$ cat src/rtl/cvs_pkg.sv
// Shared types for the board-test logic unit: per-output function codes and their evaluation.
package cvs_pkg;

    localparam int unsigned OP_W = 3;

    typedef enum logic [OP_W-1:0] {
        OP_PASS,
        OP_AND,
        OP_OR,
        OP_NOT,
        OP_XOR,
        OP_NAND,
        OP_ZERO,
        OP_ONE
    } logic_op_e;

    function automatic logic apply_op(logic_op_e op, logic a, logic b);
        logic r;
        r = 1'b0;
        case (op)
            OP_PASS: r = a;
            OP_AND:  r = a & b;
            OP_OR:   r = a | b;
            OP_NOT:  r = ~a;
            OP_XOR:  r = a ^ b;
            OP_NAND: r = ~(a & b);
            OP_ZERO: r = 1'b0;
            OP_ONE:  r = 1'b1;
        endcase
        return r;
    endfunction

endpackage

$ cat src/rtl/cvs_debounce.sv
// One switch channel: two-flop synchroniser, stable-count debouncer and registered edge pulses.
module cvs_debounce #(
    parameter int unsigned DEBOUNCE_CYCLES = 300_000
) (
    input  logic clk_i,
    input  logic rst_i,
    input  logic raw_i,
    output logic db_o,
    output logic rise_o,
    output logic fall_o
);

    localparam int unsigned CW = $clog2(DEBOUNCE_CYCLES + 1);
    localparam logic [CW-1:0] CNT_LAST = CW'(DEBOUNCE_CYCLES - 1);

    logic [1:0]    sync_q;
    logic [CW-1:0] cnt_q;
    logic          db_q;
    logic          db_dly_q;
    logic          rise_q;
    logic          fall_q;

    always_ff @(posedge clk_i) begin
        if (rst_i) begin
            sync_q   <= '0;
            cnt_q    <= '0;
            db_q     <= 1'b0;
            db_dly_q <= 1'b0;
            rise_q   <= 1'b0;
            fall_q   <= 1'b0;
        end else begin
            sync_q   <= {sync_q[0], raw_i};
            db_dly_q <= db_q;
            // Edges are taken from the committed level, so they trail in_db by one cycle.
            rise_q   <= db_q & ~db_dly_q;
            fall_q   <= ~db_q & db_dly_q;
            if (sync_q[1] == db_q) begin
                cnt_q <= '0;
            end else if (cnt_q == CNT_LAST) begin
                db_q  <= sync_q[1];
                cnt_q <= '0;
            end else begin
                cnt_q <= cnt_q + CW'(1);
            end
        end
    end

    assign db_o   = db_q;
    assign rise_o = rise_q;
    assign fall_o = fall_q;

endmodule

$ cat src/rtl/cvs_logic_unit.sv
// Conditioned switch inputs feeding run-time selectable two-input logic outputs,
// plus the divided slow LED clock and its toggle tick.
module cvs_logic_unit
    import cvs_pkg::*;
#(
    parameter int unsigned NUM_IN          = 5,
    parameter int unsigned NUM_OUT         = 4,
    parameter int unsigned DEBOUNCE_CYCLES = 300_000,
    parameter int unsigned DIV_COUNT       = 100_000_000,
    localparam int unsigned SELW = (NUM_IN > 1) ? $clog2(NUM_IN) : 1
) (
    input  logic                    clk_300,
    input  logic                    rst,
    input  logic [NUM_IN-1:0]       in,
    input  logic [NUM_OUT*OP_W-1:0] op,
    input  logic [NUM_OUT*SELW-1:0] a_sel,
    input  logic [NUM_OUT*SELW-1:0] b_sel,
    output logic [NUM_OUT-1:0]      out,
    output logic [NUM_IN-1:0]       in_db,
    output logic [NUM_IN-1:0]       rise,
    output logic [NUM_IN-1:0]       fall,
    output logic                    clk_slow,
    output logic                    slow_tick
);

    localparam int unsigned PADW = 1 << SELW;
    localparam int unsigned DIVW = (DIV_COUNT > 1) ? $clog2(DIV_COUNT) : 1;
    localparam logic [DIVW-1:0] DIV_LAST = DIVW'(DIV_COUNT - 1);

    for (genvar i = 0; i < NUM_IN; i++) begin : g_ch
        cvs_debounce #(
            .DEBOUNCE_CYCLES(DEBOUNCE_CYCLES)
        ) u_db (
            .clk_i (clk_300),
            .rst_i (rst),
            .raw_i (in[i]),
            .db_o  (in_db[i]),
            .rise_o(rise[i]),
            .fall_o(fall[i])
        );
    end

    // Zero padding up to the full select range makes out-of-range indices read as 0.
    logic [PADW-1:0]    db_pad;
    logic [NUM_OUT-1:0] out_d;
    logic [NUM_OUT-1:0] out_q;

    assign db_pad = PADW'(in_db);

    always_comb begin
        out_d = '0;
        for (int unsigned k = 0; k < NUM_OUT; k++) begin
            out_d[k] = apply_op(logic_op_e'(op[OP_W*k +: OP_W]),
                                db_pad[a_sel[SELW*k +: SELW]],
                                db_pad[b_sel[SELW*k +: SELW]]);
        end
    end

    logic [DIVW-1:0] div_q;
    logic            clk_slow_q;
    logic            slow_tick_q;

    always_ff @(posedge clk_300) begin
        if (rst) begin
            out_q       <= '0;
            div_q       <= '0;
            clk_slow_q  <= 1'b0;
            slow_tick_q <= 1'b0;
        end else begin
            out_q       <= out_d;
            slow_tick_q <= (div_q == DIV_LAST);
            if (div_q == DIV_LAST) begin
                div_q      <= '0;
                clk_slow_q <= ~clk_slow_q;
            end else begin
                div_q <= div_q + DIVW'(1);
            end
        end
    end

    assign out       = out_q;
    assign clk_slow  = clk_slow_q;
    assign slow_tick = slow_tick_q;

endmodule

$ cat config.mk
export PLATFORM = sky130hd
export DESIGN_NAME = cvs_logic_unit
export DESIGN_NICKNAME = d
export VERILOG_FILES = /design/src/rtl/cvs_pkg.sv /design/src/rtl/cvs_debounce.sv /design/src/rtl/cvs_logic_unit.sv
export SDC_FILE = /design/constraint.sdc
export NUM_CORES = 1
export LEC_CHECK = 0
export CORE_MARGIN = 2
export CORE_UTILIZATION = 62
export DETAILED_ROUTE_END_ITERATION = 16
export MAX_ROUTING_LAYER = met4
export PLACE_DENSITY = 0.85
export SLEW_MARGIN = 30
export SYNTH_ARGS = -nofsm -noshare
export SYNTH_HDL_FRONTEND = slang
export SYNTH_SLANG_ARGS = --single-unit
export TNS_END_PERCENT = 5
$ cat constraint.sdc
create_clock -name clk_300 -period 6.4 [get_ports clk_300]
set_input_delay 0.64 -clock clk_300 [delete_from_list [all_inputs] [get_ports clk_300]]
set_output_delay 0.64 -clock clk_300 [all_outputs]
set_load 0.01 [all_outputs]
Word-level counts from Yosys, hierarchy flattened

Cells that the tools add are included.

Memory bits (read-only): 0
Flip-flop bits (word level): 158
Bits in latches: 0
RAM bits: 0
Input bits: 43
Word-level logic and storage cells: 168
Memories: 0

Add/subtract/negate cells: 6
Mux-type cells: 20
Reduce and logical (&&, ||, !) cells: 15
Bitwise logic cells: 46
Multiply operators: 0
Shifts and indexed selects: 0
Div/mod/pow operators: 0
Equality and inequality tests: 39
$lt $le $gt $ge: 8

Operators by type and width:

| kind                    | count |
|---|---|
| $add A19 B1 Y19 const B | 5 |
| $eq A19 B19 Y1 const B  | 5 |
| $eq A3 B3 Y1 const B    | 16 |
| $lt A3 B4 Y1 const B    | 8 |
| $pmux W1 S8             | 4 |
| $add A27 B1 Y27 const B | 1 |
| $eq A27 B27 Y1 const B  | 1 |
| $bmux W1 S3             | 8 |
| $eq A3 B2 Y1 const B    | 8 |
| $not A1 Y1              | 24 |
| $reduce_or A3 Y1        | 5 |
| $and A1 B1 Y1           | 14 |
| $eq A3 B1 Y1 const B    | 4 |
| $logic_not A3 Y1        | 4 |
| $reduce_and A2 Y1       | 5 |
| $mux W1                 | 8 |
| $eq A1 B1 Y1            | 5 |
| $or A1 B1 Y1            | 4 |
| $xor A1 B1 Y1           | 4 |
| $reduce_or A2 Y1        | 1 |

Logic depth before layout (Yosys ltp)

Gate-level depths: netlist (run 1).

Word-level depth: 5
Gate-level depth with buffers: 10

Modules after synthesis

A second synthesis (run 1) with hierarchy kept.

Cell total of the unflattened synthesis: 843
Area total of the unflattened synthesis: 7,737.4 sq um

By module, submodules not included:

| module         | cells each | seq. area each (sq um) | area each (sq um) | instances |
|---|---|---|---|---|
| cvs_debounce   | 117        | 500.5                  | 1,082.3           | 5 |
| cvs_logic_unit | 258        | 660.6                  | 2,326.0           | 1 |

Worst setup path before layout (run 1)

No wires, ideal clock.

Path kind: in2reg
Start point: in b_sel[3]
End point: reg out_q[1], in the netlist out[1]
Path slack: 3.991 ns
Arrival time: 2.294 ns
Buffers on the path: 0
Required time: 6.285 ns
Cell stages on the path: 9
Cells stage by stage: mux4_2 > mux2i_1 > inv_1 > ha_1 > nand2b_1 > xnor2_1 > a21oi_1 > nor3_1 > a2111oi_0

Word-level cells in the longest chain between the ends: 5
Elaborated cells on any way between the ends: 7

RTL lines:

| what                            | RTL line                     | text |
|---|---|---|
| start: declaration              | cvs_logic_unit.sv:17         | `input logic [NUM_OUT*SELW-1:0] b_sel,` |
| $bmux W1 S3 *                   | cvs_logic_unit.sv:55         | `db_pad[b_sel[SELW*k +: SELW]]);` |
| $mux W1 (not written as such) * | cvs_logic_unit.sv:55         |  |
| $and A1 B1 Y1                   | cvs_pkg.sv:22, cvs_pkg.sv:26 |  |
| $not A1 Y1                      | cvs_pkg.sv:26                | `OP_NAND: r = ~(a & b);` |
| $pmux W1 S8 *                   | cvs_pkg.sv:20                | `case (op)` |
| end signal: assignment          | cvs_logic_unit.sv:70         | `out_q <= out_d;` |
| end: declaration                | cvs_logic_unit.sv:46         | `logic [NUM_OUT-1:0] out_q;` |

Mark *: on every way between the ends. The rest lies on a longest branch, timed or not. The select of a mux whose other input is x is not followed.
A chain may end at the register's enable or synchronous reset.

Final worst setup path (run 1)

Same ends and word-level chain as after synthesis.

==> results of run 1 <==
==> kinds of logic after synthesis <==
kind of cell               count (synthesis)
and+or+nand+nor                          409
DFF                                      158
xor gates and xnor gates                 117
buffers and inverters                     69
AOI/OAI and AO/OA                         31
muxes                                     21
adders and majority gates                 14
==> area by class of cell <==
type	instances	area share
clock buffers	20	0.0529
well taps	143	0.0212
clock inverters	11	0.0225
repair buffers	64	0.0756
inverters	28	0.0124
multi-input cells	592	0.441
flip-flops and latches	158	0.375
==> state kept, by name, summed over array words and instances (netlist names) <==
| name | count |
|---|---|
| g_ch.u_db.cnt_q | 95 |
| slow_tick | 1 |
| g_ch.u_db.fall_o | 5 |
| g_ch.u_db.db_o | 5 |
| g_ch.u_db.sync_q | 10 |
| div_q | 27 |
| g_ch.u_db.db_dly_q | 5 |
| out | 4 |
| g_ch.u_db.rise_o | 5 |
| clk_slow | 1 |
==> synth_stat cells, drive strengths merged (15+ instances only) <==
cell type,number
nor3,23
clkbuf,22
nand3,43
xor2,56
dfxtp,158
nand4,32
nor4,15
nor2b,22
inv,28
xnor2,61
nor2,161
nand2,43
buf,19
==> per-layer routing <==
metal	up-vias	global-route usage
met1	2702	0.283
met2	140	0.432
li1	2839	-
met3	26	0.0631
met5	-	-
met4	0	0.105
==> critical path: cells and delay by family <==
kind	cells	cell delay, ns
buffers and inverters	2	0.58
and+or+nand+nor	2	0.23
adders and majority gates	1	0.18
AOI/OAI and AO/OA	2	0.59
muxes	2	0.73
xor gates and xnor gates	1	0.13
==> where the power goes <==
group | internal [µW] | total, µW | switching, µW
Sequential | 991 | 996 | 4.42
Combinational | 41.7 | 75.0 | 33.3
Clock | 698 | 1080 | 385
Total | 1730 | 2150 | 422
==> worst max path at each step <==
stage | startpoint | end | slack (ns) | cells past startpoint
2_1_floorplan | b_sel[3] | out[1] | 3.99 | 9
3_3_place_gp | b_sel[3] | out[1] | 3.38 | 10
3_5_place_dp | b_sel[3] | out[1] | 3.21 | 10
4_1_cts | b_sel[6] | out[2] | 3.63 | 10
5_1_grt | div_q[3] | div_q[9] | 3.52 | 5
6_report | b_sel[3] | out[1] | 3.61 | 10
==> stage by stage <==
stage | instance area (µm²) | worst slack (ns) | utilization
after global routing | 8440 | 3.52 | 0.742
after floorplan | 7220 | 3.99 | -
after detailed placement | 7800 | 3.21 | 0.686
final | 8440 | 3.61 | 0.742
after global placement | 7800 | 3.38 | 0.686
after CTS | 8440 | 3.63 | 0.742
==> impl_metrics.toml, run 1 <==
[outcome]
outcome = "finished, final reports clean"

[power_and_ir_drop]
leakage_power_uw = 0.00286
power.total_uw = 2150
p_per_area_nw_per_um2 = 255
ir_drop_uv = 223

[finish]
fill_cells = 788
instances_no_fill = 1016
mostFrequentLayoutCells = "161 x nor2_1, 158 x dfxtp_1, 63 x clkdlybuf4s50_1"
most_common_cell_after_layout_fill_and_taps_aside = "nor2_1"
antennaDiodeCount = 0
multiInputGateArea_um2 = 3720
fin_nets = 918
post_route_cells_drive_above_1_share = 0.0493
sequential_cell_area_um2 = 3160
area.growth.synth_to_final_pct = 16.9

[global_route]
antenna_found_initial = 0
global_router_s_overall_resource_usage = 0.253
grt_remaining_overflow = 0
largest_net_degree_at_the_start_of_global_routing = 33
grt_pass1_vias = 5672
first_pass_grt_wire_length_um = 25200

[logic_synthesis]
synth_compound_gate_area_share = 0.0258
syn-cell-area_um2 = 7220
syn_area_per_cell_um2 = 8.82
post_synth_num_cell_types = 43
synth_top_family_by_area = "simple AND/OR/NAND/NOR gates"
yosysTopAreaCellShare = 0.438
synthesis.instances = 819
synth_simple_gate_area_share = 0.287
seq_area_frac_synth = 0.438
synth.largest_area_cell = "dfxtp_1"
yosys.area_share.adder = 0.0243
synthXorXnorAreaFrac = 0.142
ys_warn_count = 0
ys_dominant_reg_cell = "dfxtp_1"
asyncSetResetFlopFracSynth = 0
synth.net_count = 876
post_synth_main_area_contributors = "dfxtp_1 44%, nor2_1 8.4%, xnor2_1 7.4%"
synth_seq_cells = 158
yosys-mux-area-fraction = 0.0366
synth-edff-count = 0

[detailed_routing]
remaining_drc_errors = 0
topRoutingLayerUsed = "met4"
route.layer.met1.wl_um = 6320
detail_route.iter0.violations = 322
routed-via-count = 5707
met3RoutedLength_um = 645
route.detailed.wl_per_inst_um = 14.5
route.antenna.remaining_nets = 0
dr_wl_met2_um = 7470
drt_wl_total_um = 14700
drt-pass1-iter-count = 5
vias_per_cell = 5.62

[worst_hold_path]
worst_hold_path.endpoint = "g_ch[1].u_db.rise_o"
min-delay-path-class = "reg2reg"
hold_start = "g_ch[1].u_db.db_dly_q"
whs_path_depth = 1

[floorplan]
chipHeight_um = 112
design.die.area_um2 = 12500
num_rows = 39
core_area_um2 = 11400
start_util = 0.635
design.portCount = 64
die_width_um = 112

[sta]
grt_setup_unrepaired = "false"
timing.final.hold_violations = 0
timing_worst_slew_pin_value_ns = 0.852
tns_ns = 0
clock_skew_ns = 0.00669
period_share = 0.436
report.final.slew_viol_count = 0
slew_headroom = 0.432
clock.fmax_mhz = 358
hold-worst-slack_ns = 0.400
setup_viol = 0
finalWorstPathRequiredPeriod_ns = 2.79

[clock_tree]
clkTransAtPathRegs_ns = 0.06
tritoncts = "built"
postCtsResizedCells = 0
cts.path.max_buffers = 2
worst_skew_pair.late_latency_ns = 0.42
postCtsHoldBufs = 0
clock_tree.root_cell = "clkbuf_16"
max_h_tree_level = 4
tritoncts_buffers = 17
post-cts-setup-buffer-count = 0
clock-sinks = 158

[worst_setup_path]
setup.reg_to_reg.worst_slack_ns = 3.74
cell_by_cell_listing_of_the_critical_path = "clkdlybuf4s50_1 -> mux4_2 -> mux2i_1 -> inv_1 -> ha_1 -> nand2b_1 -> xnor2_1 -> a21oi_1 -> nor3_1 -> a2111oi_0"
timing.critical_path.slowest_cell_delay_ns = 0.50
worstSetupStartpointType = "input pin"
regToRegStartpoint = "div_q[3]"
reg2reg_depth = 5
cp_slowest_cell = "clkdlybuf4s50_1"
end_kind = "register"
crit_arrival_ns = 3.10
path_max_fanout = 2
worstPathRequired_ns = 6.71
worstReg2RegEnd = "div_q[6]"
timing.setup.critical_path_class = "in2reg"

[flow_run]
max-cap-violations = 0

[placed_design]
place.gp.congestion = 0.886
place.port_buffers = 63
dp_cells = 985
hpwlAfterDp_um = 10200
Power figures use the tool's default switching activity.
==> run 2, diff against run 1 <==
--- a/config.mk
+++ b/config.mk
@@ -6,10 +6,10 @@
 export NUM_CORES = 1
 export LEC_CHECK = 0
 export CORE_MARGIN = 2
-export CORE_UTILIZATION = 62
+export CORE_UTILIZATION = 52
 export DETAILED_ROUTE_END_ITERATION = 16
 export MAX_ROUTING_LAYER = met4
-export PLACE_DENSITY = 0.85
+export PLACE_DENSITY = 0.76
 export SLEW_MARGIN = 30
 export SYNTH_ARGS = -nofsm -noshare
 export SYNTH_HDL_FRONTEND = slang
==> constraint.sdc (replaced) <==
create_clock -name clk_300 -period 2.3 [get_ports clk_300]
set_input_delay 0.23 -clock clk_300 [delete_from_list [all_inputs] [get_ports clk_300]]
set_output_delay 0.23 -clock clk_300 [all_outputs]
set_load 0.01 [all_outputs]
==> run 2 against run 1 <==
  * Sequential power grew to 2.8 times the previous value
  * Final cell count is 6.5% higher
  * Count of clock-buffer cells in the layout is 1 lower
  * Core utilization is 10 points lower
==> impl_metrics.toml, run 2 (same netlist as run 1, synthesis figures left out) <==
[outcome]
outcome = "finished, final reports clean"

[power_and_ir_drop]
leakage_power_uw = 0.00303
ir_drop_uv = 502
p_per_area_nw_per_um2 = 684

[finish]
antennaDiodeCount = 0
fin_nets = 946
top_regs = "g_ch.u_db.cnt_q (95), div_q (27), g_ch.u_db.sync_q (10)"
most_common_cell_after_layout_fill_and_taps_aside = "nor2_1"
register_bank_with_the_most_flops = "g_ch.u_db.cnt_q"
largest_reg_flops = 95
mostFrequentLayoutCells = "161 x nor2_1, 153 x dfxtp_1, 63 x clkdlybuf4s50_1"
post_route_cells_drive_above_1_share = 0.0965
stdcell_area_um2 = 8770
area.growth.synth_to_final_pct = 21.4

[worst_hold_path]
whs_path_depth = 2
min-delay-path-class = "in2reg"

[worst_setup_path]
timing.setup.critical_path_class = "reg2reg"
reg2reg_depth = 9
crit_arrival_ns = 2.55
worstSetupStartpointType = "register"
path_max_fanout = 4
end_kind = "register"
worstPathRequired_ns = 2.63

[clock_tree]
clock-sinks = 158
cts.path.max_buffers = 2
tritoncts_buffers = 17
worst_skew_pair.late_latency_ns = 0.43
clock_tree.root_cell = "clkbuf_16"
max_h_tree_level = 4
postCtsHoldBufs = 0
clkTransAtPathRegs_ns = 0.06
tritoncts = "built"
post-cts-setup-buffer-count = 0

[detailed_routing]
vias_per_cell = 5.07
routed-via-count = 5490
drt-pass1-iter-count = 4
detail_route.iter0.violations = 254
route.detailed.wl_per_inst_um = 12.9
route.antenna.remaining_nets = 0
drt_wl_total_um = 13900
remaining_drc_errors = 0

[global_route]
global_router_s_overall_resource_usage = 0.209
largest_net_degree_at_the_start_of_global_routing = 27
first_pass_grt_wire_length_um = 23900
grt_pass1_vias = 5125
grt_remaining_overflow = 0
antenna_found_initial = 0

[sta]
clock_skew_ns = 0.00703
slew_headroom = 0.644
setup_viol = 0
timing_worst_slew_pin_value_ns = 0.528
post-route-worst-setup-slack_ns = 0.0719
grt_setup_unrepaired = "true"
finalWorstPathRequiredPeriod_ns = 2.23
clock.fmax_mhz = 449
report.final.slew_viol_count = 0
timing.final.hold_violations = 0
period_share = 0.969

[flow_run]
max-cap-violations = 0

[placed_design]
place.port_buffers = 63
place_worst_setup_slack_ns = -0.415
placement.cell_area_um2 = 8070
hpwlAfterDp_um = 9850
place.gp.congestion = 0.854

[floorplan]
core_area_um2 = 13700
design.die.area_um2 = 14800
design.portCount = 64
num_rows = 43
chipHeight_um = 122
die_width_um = 122
start_util = 0.526
-- run 2: changes by cell type in the layout (fill, tap and decap cells not counted), moves of 2 or more --
cell        delta
o21ai_1        +2
clkinvlp_4     -2
clkinv_4       +5
o21ai_0        -2
dfxtp_2        +4
dfxtp_1        -5
buf_4         +27
clkbuf_1       -2
-- run 2: critical path, cell delays in order (launching register included) --
cell	delay, ns
dfxtp_2	0.36
mux4_2	0.49
mux2i_2	0.19
inv_1	0.07
ha_2	0.16
nand2b_4	0.14
xnor2_2	0.14
a21oi_2	0.19
a211oi_2	0.07
a2111oi_2	0.32
-- run 2: final cells by class --
cell class / count / area, µm²
sequential: 158 / 3170
clock buffer: 19 / 453
tap: 180 / 225
fill: 1107 / 4950
inverter: 28 / 105
clock inverter: 13 / 189
timing repair buffer: 92 / 861
multi-input combinational: 592 / 3760
-- run 2: where the power goes --
group | total, µW | switching [µW] | internal [µW]
combinational | 231 | 99.5 | 132
sequential | 2770 | 11.5 | 2760
clock | 3000 | 1120 | 1880
-- run 2: path summary, 6_finish.rpt --
kind | from | endpoint | slack [ns]
min | in[1] | g_ch[1].u_db.sync_q[0] | 0.35
max reg2reg | g_ch[3].u_db.db_o | out[1] | 0.07
max | g_ch[3].u_db.db_o | out[1] | 0.07
min reg2reg | g_ch[3].u_db.db_dly_q | g_ch[3].u_db.rise_o | 0.40
-- run 2: metrics by stage --
step | total power (µW) | util | TNS (ns) | cells | hold slack, ns
after floorplan | 2920 | - | 0 | 819 | 0.354
after global placement | 3050 | 0.589 | -0.792 | 1050 | 0.387
after detailed placement | 3050 | 0.589 | -1.03 | 1050 | 0.394
after CTS | 6050 | 0.636 | 0 | 1082 | 0.332
after global routing | 6190 | 0.639 | -0.0653 | 1082 | 0.334
final | 5990 | 0.639 | 0 | 1082 | 0.353
-- run 2: what timing repair did --
item                                    in CTS  in global routing
endpoints found under the hold margin        0                  0
gates resized for setup                      1                 16
endpoints found under the setup margin       1                  4
cloned                                       0                  0
pin swaps                                    0                  4
-- run 2: per-layer routing --
metal	global-route usage	up-vias	wire length [µm]
met1	0.269	2500	6750
met4	0.0747	0	217
met5	-	-	0
met2	0.317	81	6310
met3	0.0566	18	645
li1	-	2891	-
